`src/rtl/rd_data_conv.sv`:
```
// rd_data_conv: SSD sector read stream -> memcached read data path.
// Optional nonzero-padding checker: define RDCONV_PAD_CHECK_EN.

module reg_fifo #(
  parameter int W          = 32,
  parameter int DEPTH_BITS = 4
) (
  input  logic         clk,
  input  logic         nReset,
  input  logic         wr_en,
  input  logic [W-1:0] wr_data,
  output logic         full_n,
  input  logic         rd_en,
  output logic [W-1:0] rd_data,
  output logic         empty_n
);
  localparam int DEPTH = 1 << DEPTH_BITS;
  localparam logic [DEPTH_BITS:0] FULL_CNT = {1'b1, {DEPTH_BITS{1'b0}}};

  logic [W-1:0]          mem [DEPTH];
  logic [DEPTH_BITS-1:0] wr_ptr;
  logic [DEPTH_BITS-1:0] rd_ptr;
  logic [DEPTH_BITS:0]   count;
  logic                  do_wr;
  logic                  do_rd;

  // A write on a full FIFO is refused even if a pop happens that cycle
  assign full_n  = (count != FULL_CNT);
  assign empty_n = (count != '0);
  assign do_wr   = wr_en & full_n;
  assign do_rd   = rd_en & empty_n;
  assign rd_data = mem[rd_ptr];

  // Storage array, written on accepted pushes only
  always_ff @(posedge clk) begin
    if (do_wr) mem[wr_ptr] <= wr_data;
  end

  // Pointers and occupancy; reset empties the FIFO
  always_ff @(posedge clk) begin
    if (!nReset) begin
      wr_ptr <= '0;
      rd_ptr <= '0;
      count  <= '0;
    end else begin
      if (do_wr) wr_ptr <= wr_ptr + 1'b1;
      if (do_rd) rd_ptr <= rd_ptr + 1'b1;
      unique case ({do_wr, do_rd})
        2'b10:   count <= count + 1'b1;
        2'b01:   count <= count - 1'b1;
        default: count <= count;
      endcase
    end
  end
endmodule

module axi_reg_slice #(
  parameter int N = 32
) (
  input  logic         clk,
  input  logic         nReset,
  input  logic         s_valid,
  input  logic [N-1:0] s_data,
  output logic         s_ready,
  output logic         m_valid,
  output logic [N-1:0] m_data,
  input  logic         m_ready
);
  assign s_ready = ~m_valid | m_ready;

  // Single output register; contents hold while the sink stalls
  always_ff @(posedge clk) begin
    if (!nReset) begin
      m_valid <= 1'b0;
      m_data  <= '0;
    end else if (s_ready) begin
      m_valid <= s_valid;
      if (s_valid) m_data <= s_data;
    end
  end
endmodule

module rd_data_conv #(
  parameter int SECTOR_LOG2      = 7,
  parameter int DFIFO_DEPTH_BITS = 4,
  parameter int CFIFO_DEPTH_BITS = 4
) (
  input  logic        clk,
  input  logic        nReset,
  input  logic [31:0] rdata,
  input  logic        rdata_en,
  output logic        rdata_full,
  input  logic [15:0] num_words,
  input  logic        rd_num_words_en,
  output logic        rd_num_words_ready,
  output logic [31:0] dramRdData_data,
  output logic        dramRdData_valid,
  input  logic        dramRdData_ready,
  output logic        pad_err,
  output logic [1:0]  curr_state_r_de,
  output logic [15:0] curr_words_r_de
);
  typedef enum logic [1:0] {
    IDLE        = 2'd0,
    SET_COUNTER = 2'd1,
    FORWARD     = 2'd2,
    DISCARD     = 2'd3
  } state_t;

  state_t      state;
  state_t      state_nxt;
  logic [15:0] num_words_r;
  logic [16:0] curr_words;
  logic [16:0] cw_inc;
  logic        last_fwd;
  logic        sect_end;

  logic        c_full_n;
  logic        c_empty_n;
  logic [15:0] c_rdata;
  logic        c_pop;

  logic        d_full_n;
  logic        d_empty_n;
  logic [31:0] d_rdata;
  logic        d_pop;

  logic        s_valid;
  logic        s_ready;

  reg_fifo #(
    .W          (16),
    .DEPTH_BITS (CFIFO_DEPTH_BITS)
  ) u_cfifo (
    .clk     (clk),
    .nReset  (nReset),
    .wr_en   (rd_num_words_en),
    .wr_data (num_words),
    .full_n  (c_full_n),
    .rd_en   (c_pop),
    .rd_data (c_rdata),
    .empty_n (c_empty_n)
  );

  reg_fifo #(
    .W          (32),
    .DEPTH_BITS (DFIFO_DEPTH_BITS)
  ) u_dfifo (
    .clk     (clk),
    .nReset  (nReset),
    .wr_en   (rdata_en),
    .wr_data (rdata),
    .full_n  (d_full_n),
    .rd_en   (d_pop),
    .rd_data (d_rdata),
    .empty_n (d_empty_n)
  );

  axi_reg_slice #(
    .N (32)
  ) u_slice (
    .clk     (clk),
    .nReset  (nReset),
    .s_valid (s_valid),
    .s_data  (d_rdata),
    .s_ready (s_ready),
    .m_valid (dramRdData_valid),
    .m_data  (dramRdData_data),
    .m_ready (dramRdData_ready)
  );

  assign rd_num_words_ready = c_full_n;
  assign rdata_full         = ~d_full_n;

  // 17-bit count so the compare still works at num_words = 65535
  assign cw_inc   = curr_words + 17'd1;
  assign last_fwd = (cw_inc == {1'b0, num_words_r});
  assign sect_end = (cw_inc[SECTOR_LOG2-1:0] == '0);

  // Next state and pop strobes; data only moves in FORWARD/DISCARD
  always_comb begin
    state_nxt = state;
    c_pop     = 1'b0;
    d_pop     = 1'b0;
    s_valid   = 1'b0;
    unique case (state)
      IDLE: begin
        if (c_empty_n) state_nxt = SET_COUNTER;
      end
      SET_COUNTER: begin
        c_pop = 1'b1;
        if (c_rdata == '0) state_nxt = IDLE;
        else               state_nxt = FORWARD;
      end
      FORWARD: begin
        if (d_empty_n && s_ready) begin
          d_pop   = 1'b1;
          s_valid = 1'b1;
          if (last_fwd) begin
            if (num_words_r[SECTOR_LOG2-1:0] == '0)
              state_nxt = IDLE;
            else
              state_nxt = DISCARD;
          end
        end
      end
      DISCARD: begin
        if (d_empty_n) begin
          d_pop = 1'b1;
          if (sect_end) state_nxt = IDLE;
        end
      end
      default: state_nxt = IDLE;
    endcase
  end

  // State, command length and word counter
  always_ff @(posedge clk) begin
    if (!nReset) begin
      state       <= IDLE;
      num_words_r <= '0;
      curr_words  <= '0;
    end else begin
      state <= state_nxt;
      if (state == SET_COUNTER) begin
        num_words_r <= c_rdata;
        curr_words  <= '0;
      end else if (d_pop) begin
        curr_words <= cw_inc;
      end
    end
  end

`ifdef RDCONV_PAD_CHECK_EN
  logic pad_err_r;

  // Flag any nonzero word dropped as padding; held until reset
  always_ff @(posedge clk) begin
    if (!nReset)
      pad_err_r <= 1'b0;
    else if (state == DISCARD && d_pop && d_rdata != '0)
      pad_err_r <= 1'b1;
  end

  assign pad_err = pad_err_r;
`else
  assign pad_err = 1'b0;
`endif

  assign curr_state_r_de = state;
  assign curr_words_r_de = curr_words[15:0];
endmodule
```
`config.mk`:
```
export PLATFORM = sky130hd
export DESIGN_NAME = rd_data_conv
export DESIGN_NICKNAME = d
export VERILOG_FILES = /design/src/rtl/rd_data_conv.sv
export SDC_FILE = /design/constraint.sdc
export NUM_CORES = 1
export LEC_CHECK = 0
export BUFFER_PORTS_ARGS = -buffer_cell sky130_fd_sc_hd__buf_2
export CAP_MARGIN = 20
export CORE_MARGIN = 5
export CORE_UTILIZATION = 50
export CTS_CLUSTER_DIAMETER = 30
export DETAILED_ROUTE_END_ITERATION = 8
export GPL_ROUTABILITY_DRIVEN = 0
export GPL_TIMING_DRIVEN = 0
export HOLD_SLACK_MARGIN = 0.08
export MAX_ROUTING_LAYER = met4
export PLACE_DENSITY = 0.66
export SLEW_MARGIN = 30
export SYNTH_ARGS = -nofsm -noshare
export SYNTH_HDL_FRONTEND = slang
export SYNTH_SLANG_ARGS = --single-unit
```
`constraint.sdc`:
```
create_clock -name clk -period 5.1 [get_ports clk]
set_input_delay 1.02 -clock clk [delete_from_list [all_inputs] [get_ports clk]]
set_output_delay 1.02 -clock clk [all_outputs]
set_load 0.005 [all_outputs]
```
==> qor.yml, run 1 <==
fp.coreArea_sq_um: 66900
drt-pass1-iter-count: 6
tritoncts: "done"
cts-root-buf: "clkbuf_16"
post_cts_buffers: 0
drv_slew: 0
synth_fp_nets: 1798
synth_seq_cells: 866
numCtsBuffers: 148
final_util_pct: 62.1
power_density_nw_per_um2: 485
crit_type: "register to register"
setup-violations-final: 0
antenna_found_initial: 11
synth_flop_cell: "edfxtp_1"
drcViolationCount: 0
skew_ps: 24.6
io_pins: 107
via_count: 17800
synthArstFlopShare_pct: 0
post-route-worst-setup-slack_ps: 1640
grt_max_degree: 17
syn_area_per_cell_sq_um: 19.5
die_x_microns: 269
clkTransAtPathRegs_ps: 50
final_common_cell: "edfxtp_1"
critical_path_required_ps: 5730
postSynthCellCount: 1724
layout-drive-gt1-share_pct: 33.3
dp_hpwl_mm: 49.7
hold_violations: 0
wl_mm: 79.9
slowest_delay_ps: 470
place_ws_ps: 1150
post_drt_wl_per_cell_microns: 26.2
finalCritPeriodShare_pct: 67.8
cts_buffer_depth: 3
ys_seq_area_share_pct: 74.5
finalCriticalPeriod_ps: 3460
dieArea_sq_um: 72500
crit_slowest_cell: "clkbuf_1"
post_cts_resized: 0
grt-ovfl-total: 0
dp_cells: 2758
final.setup.tns_ps: 0
grt_pass1_wl_mm: 119
rows: 95
ant_nets: 0
syn_area_sq_um: 33600
ys.warnings.count: 0
relSlewSlack_pct: 34.1
status: "finished, final reports clean"
max_freq_mhz: 289
ctsHoldBuffers: 0
clock-sinks: 866
maxCapViolCount: 0
worst_slew_pin_slew_ps: 988
die_height_microns: 269
worstSetupEndpointType: "register"
synth-edff-count: 768
critPathMaxFanout: 10
cp_cell_sequence: "clkbuf_1 -> o211a_1 -> clkbuf_1 -> buf_2 -> ha_1 -> ha_1 -> a21o_1 -> a21oi_1 -> xor2_1 -> or3_1 -> a21oi_1"
finalPower_w: 0.0201
final_cell_mix: "edfxtp_1 (768), mux4_2 (224), clkbuf_16 (156), nand2_1 (142), buf_2 (129)"
cts_max_level: 4
crit_arrival_ps: 4090
syn_to_final_growth_pct: 23.6
io_buffers: 105
grt_pass1_vias: 18500
min_path_type: "register to register"
ir_drop_v: 0.000339
track_usage_pct: 22.7
initial_core_util_pct: 50.2
ys_types: 51
final_nets: 2109
detail_route.iter0.violations: 1755
final_cells: 3042
startpoint_type: "register"
leakage_nw: 13.7
rsz0062_at_grt: "no"
insertion_delay_ps: 720
via_per_inst: 5.86
critical path: cells and delay by family (launching register included):
family,cells,cell delay (ps)
xor+xnor,1,90
fa+ha+maj,2,650
compound gates,4,690
simple gates,1,310
flops,1,400
buf+inv,3,1240
report_power, final:
group	switching (W)	internal, W
clock	0.00344	0.00659
combinational	0.00113	0.000920
sequential	0.000115	0.00793
metal layers:
layer  up-vias  share of wire [%]  global-route usage, %
met2       776                 50                   36.0
met1      9296                 39                   29.2
li1       7624                  -                      -
met3       135                7.9                   6.09
met4         0                2.4                   7.23
met5         -                  0                      -
metrics by stage:
step | hold slack [ps] | area [sq um]
after floorplan | 445 | 33600
after global routing | 471 | 41500
final | 454 | 41500
after detailed placement | 448 | 36400
after CTS | 455 | 41500
after global placement | 441 | 35200
flip-flops by register name, indices dropped and copies added (netlist names), named ones only:
name / count
u_dfifo.rd_ptr: 4
u_dfifo.wr_ptr: 4
u_dfifo.mem: 512
num_words_r: 16
u_slice.m_valid: 1
u_cfifo.wr_ptr: 4
u_dfifo.count: 5
u_slice.m_data: 32
u_cfifo.count: 5
curr_state_r_de: 2
curr_words: 17
u_cfifo.rd_ptr: 4
u_cfifo.mem: 256
layout make-up:
| class | count | area, sq um |
|---|---|---|
| multi-input combinational | 734 | 8200 |
| sequential | 866 | 25000 |
| clock buffer | 181 | 4040 |
| inverter | 10 | 37.5 |
| timing repair buffer | 161 | 1430 |
| clock inverter | 94 | 1120 |
| fill | 4577 | 25400 |
| buffer | 114 | 576 |
| tap | 873 | 1090 |
| antenna | 9 | 22.5 |
final timing paths:
check | start | end | slack (ps) | depth (start not counted)
worst max-delay path | curr_state_r_de[0]$_SDFFE_PN0P_ | u_dfifo.count[4]$_SDFFE_PN0P_ | 1640 | 11
worst min-delay path | u_slice.m_data[27]$_SDFFE_PN0P_ | u_slice.m_data[27]$_SDFFE_PN0P_ | 450 | 2
worst max register to register | curr_state_r_de[0]$_SDFFE_PN0P_ | u_dfifo.count[4]$_SDFFE_PN0P_ | 1640 | 11
worst min register to register | u_slice.m_data[27]$_SDFFE_PN0P_ | u_slice.m_data[27]$_SDFFE_PN0P_ | 450 | 2
Yosys cell counts (2+ instances only):
master / instances / area, sq um
mux2i_1: 5 / 50.1
and2_1: 4 / 25.0
or3_1: 8 / 50.1
nor2_1: 78 / 293
ha_1: 19 / 238
a22oi_1: 32 / 240
buf_4: 23 / 173
nand4_1: 15 / 93.8
xor2_1: 32 / 280
buf_6: 4 / 45.0
mux4_2: 224 / 5040
and3_1: 2 / 12.5
clkbuf_1: 48 / 180
dfxtp_1: 98 / 1960
buf_2: 24 / 120
nand2_1: 142 / 533
and4_1: 2 / 17.5
buf_1: 15 / 56.3
o21ai_0: 8 / 40.0
nand2b_1: 6 / 37.5
nor3_1: 13 / 65.1
inv_1: 9 / 33.8
a21o_1: 4 / 30.0
nor4_1: 11 / 68.8
nand3_1: 7 / 35.0
edfxtp_1: 768 / 23100
a21oi_1: 69 / 345
a31oi_1: 3 / 18.8
xnor2_1: 25 / 219
nor2b_1: 4 / 25.0
fa_1: 2 / 40.0
cell families after synthesis:
family                   Yosys count  share of synthesized area, %
other                              1                        0.0112
buffers and inverters            124                          1.82
flip-flops                       866                          74.5
AO/OA/AOI/OAI                    125                          2.26
AND/OR/NAND/NOR                  301                          3.97
multiplexers                     229                          15.2
adder cells (fa/ha/maj)           21                         0.827
XOR/XNOR                          57                          1.49
(Power assumes the default switching activity.)
==> inputs of run 2 (changes only) <==
==> constraint.sdc (replaced) <==
create_clock -name clk -period 3.3 [get_ports clk]
set_input_delay 0.66 -clock clk [delete_from_list [all_inputs] [get_ports clk]]
set_output_delay 0.66 -clock clk [all_outputs]
set_load 0.005 [all_outputs]
==> run 2 against run 1 <==
Against the previous run:
- flip-flop and latch count unchanged
- worst hold slack worse by 140 ps
- setup slack lost 1400 ps
- critical endpoint unchanged
- largest power group unchanged
- register-to-register slack lost 1400 ps
- die area stayed put
- clock skew rose by 18 ps
==> qor.yml, run 2 (synthesis gave the netlist of run 1 again) <==
rr_worst_depth: 11  # unchanged
largest_reg_flops: 512  # unchanged
worstSetupEndpointType: "register"  # unchanged
tritoncts: "done"  # unchanged
crit_path_frequent_cell: "a21oi_1"
post-route-worst-setup-slack_ps: 230  # was 1640 ps
crit_buf_inv: 1  # was 3
cts_max_level: 4  # unchanged
die_x_microns: 269  # unchanged
dieArea_sq_um: 72500  # unchanged
ir_drop_v: 0.000546  # was 0.000339 V
antenna_found_initial: 9  # was 11
ctsHoldBuffers: 0  # unchanged
r2r-end: "u_dfifo.count[4]$_SDFFE_PN0P_"  # unchanged
status: "finished, final reports clean"  # unchanged
drcViolationCount: 0  # unchanged
r2r_slack_ps: 230  # was 1640 ps
skew_ps: 42.8  # was 24.6 ps
final.setup.tns_ps: 0  # unchanged
power_frac_seq_pct: 40.8  # was 40.0%
place_ws_ps: -311  # was 1150 ps
clkPwrFrac_pct: 48.7  # was 49.8%
finalCritPeriodShare_pct: 93.0  # was 67.8%
worst_slew_pin_slew_ps: 1050  # was 988 ps
critical_path_required_ps: 3910  # was 5730 ps
final_common_cell: "edfxtp_1"  # unchanged
track_usage_pct: 22.7  # about the same
max_freq_mhz: 326  # was 289 MHz
numCtsBuffers: 149  # was 148
insertion_delay_ps: 720  # about the same
post_drt_wl_per_cell_microns: 26.5  # was 26.2 microns
critPathMaxFanout: 10  # unchanged
layout-drive-gt1-share_pct: 33.1  # was 33.3%
final_util_pct: 61.8  # was 62.1%
finalCriticalPeriod_ps: 3070  # was 3460 ps
initial_core_util_pct: 50.2  # unchanged
p_int_w: 0.0232  # was 0.0154 W
drt-pass1-iter-count: 5  # was 6
critical_path.top_delay_family: "simple AND/OR/NAND/NOR gates"  # was buffers and inverters
fp.coreArea_sq_um: 66900  # unchanged
fillers: 4638  # was 4577
combPwrFrac_pct: 10.5  # was 10.2%
switching_power_w: 0.00729  # was 0.00468 W
cts_buffer_depth: 3  # unchanged
detail_route.iter0.violations: 1447  # was 1755
crit_type: "register to register"  # unchanged
startpoint_type: "register"  # unchanged
clock-sinks: 866  # unchanged
die_height_microns: 269  # unchanged
post_cts_buffers: 0  # unchanged
grt_pass1_vias: 18300  # was 18500
crit_cells: 11  # unchanged
slowest_delay_ps: 440  # was 470 ps
setup-violations-final: 0  # unchanged
leakage_nw: 13.5  # was 13.7 nW
reg.largest.list: "u_dfifo.mem: 512 flops, u_cfifo.mem: 256 flops, u_slice.m_data: 32 flops"  # unchanged
crit_arrival_ps: 3680  # was 4090 ps
wl_mm: 80.3  # was 79.9 mm
top_register: "u_dfifo.mem"  # unchanged
io_buffers: 105  # unchanged
syn_to_final_growth_pct: 23.0  # was 23.6%
finalPower_w: 0.0305  # was 0.0201 W
cp-endpoint: "u_dfifo.count[4]$_SDFFE_PN0P_"  # unchanged
worst_hold_slack_ps: 310  # was 454 ps
worstReg2RegStart: "u_dfifo.count[0]$_SDFFE_PN0P_"  # was curr_state_r_de[0]$_SDFFE_PN0P_
rows: 95  # unchanged
startpoint: "u_dfifo.count[0]$_SDFFE_PN0P_"  # was curr_state_r_de[0]$_SDFFE_PN0P_
final_nets: 2102  # was 2109
grt-ovfl-total: 0  # unchanged
final_cell_mix: "edfxtp_1 (768), mux4_2 (224), clkbuf_16 (149), nand2_1 (142), buf_2 (128)"  # was edfxtp_1 (768), mux4_2 (224), clkbuf_16 (156), nand2_1 (142), buf_2 (129)
hold_violations: 0  # unchanged
maxCapViolCount: 0  # unchanged
via_per_inst: 5.85  # was 5.86
via_count: 17800  # about the same
cp_cell_sequence: "nor4_2 -> nand2b_1 -> o211a_2 -> buf_4 -> ha_1 -> fa_1 -> a21o_1 -> a21oi_1 -> xor2_1 -> or3_1 -> a21oi_1"  # was clkbuf_1 -> o211a_1 -> clkbuf_1 -> buf_2 -> ha_1 -> ha_1 -> a21o_1 -> a21oi_1 -> xor2_1 -> or3_1 -> a21oi_1
grt_pass1_wl_mm: 118  # was 119 mm
relSlewSlack_pct: 30.1  # was 34.1%
drv_slew: 0  # unchanged
crit_slowest_cell: "fa_1"  # was clkbuf_1
grt_max_degree: 17  # unchanged
cts-root-buf: "clkbuf_16"  # unchanged
dp_hpwl_mm: 50.9  # was 49.7 mm
swShare_pct: 23.9  # was 23.3%
clkTransAtPathRegs_ps: 50  # about the same
rsz0062_at_grt: "no"  # unchanged
io_pins: 107  # unchanged
ant_nets: 0  # unchanged
min_path_type: "input pin to register"  # was register to register
power_density_nw_per_um2: 737  # was 485 nW/um^2
run 2: changes by cell type in the layout (fill, tap and decap cells not counted), moves of 7 or more:
| cell | change |
|---|---|
| buf_4 | -22 |
| buf_8 | +12 |
| clkinv_4 | -8 |
| buf_6 | +7 |
| clkbuf_16 | -7 |
run 2: metrics by stage:
stage                     area (sq um)  std cells
after floorplan                  33600       1724
after global placement           35200       2702
after detailed placement         36400       2751
after CTS                        41300       3027
after global routing             41300       3034
final                            41300       3035
run 2: worst min-delay path by stage:
| stage | startpoint | endpoint | slack (ps) | cells past startpoint |
|---|---|---|---|---|
| after floorplan | num_words_r[7]$_SDFFE_PN0P_ | num_words_r[7]$_SDFFE_PN0P_ | 450 | 2 |
| after global placement | u_slice.m_data[18]$_SDFFE_PN0P_ | u_slice.m_data[18]$_SDFFE_PN0P_ | 440 | 2 |
| after detailed placement | u_slice.m_data[19]$_SDFFE_PN0P_ | u_slice.m_data[19]$_SDFFE_PN0P_ | 450 | 2 |
| after CTS | rdata[22] | u_dfifo.mem[5][22]$_DFFE_PP_ | 260 | 1 |
| after global routing | rdata[14] | u_dfifo.mem[15][14]$_DFFE_PP_ | 290 | 1 |
| final | rdata[22] | u_dfifo.mem[7][22]$_DFFE_PP_ | 310 | 1 |
run 2: per-layer routing:
metal	share of wire (%)	wire length [microns]	up-vias	track usage (%)
met5	0	0	-	-
met4	3.1	2480	0	8.25
met3	7.4	5970	162	5.25
met2	51	41000	740	36.8
met1	38	30800	9248	28.4
li1	-	-	7614	-
run 2: power by group through the flow:
stage | Combinational, W | Sequential (W) | Clock (W)
after floorplan | 0.00216 | 0.0126 | 0
after global placement | 0.00307 | 0.0126 | 0
after detailed placement | 0.00322 | 0.0126 | 0
after CTS | 0.00326 | 0.0124 | 0.0150
after global routing | 0.00347 | 0.0125 | 0.0156
final | 0.00321 | 0.0124 | 0.0148
run 2: cell type report:
class	instances	area (sq um)	share of cell area [%]
Antenna cell	8	20.0	0.0484
Buffer	113	576	1.39
Clock buffer	175	3870	9.35
Clock inverter	102	1070	2.58
Inverter	10	37.5	0.0908
Multi-Input combinational cell	734	8230	19.9
Sequential cell	866	25000	60.5
Tap cell	873	1090	2.64
Timing Repair Buffer	154	1430	3.46
run 2: repair_timing:
action                                  CTS  global route
gates resized for setup                   1             3
endpoints found under the setup margin    2             2
endpoints found under the hold margin     0             0
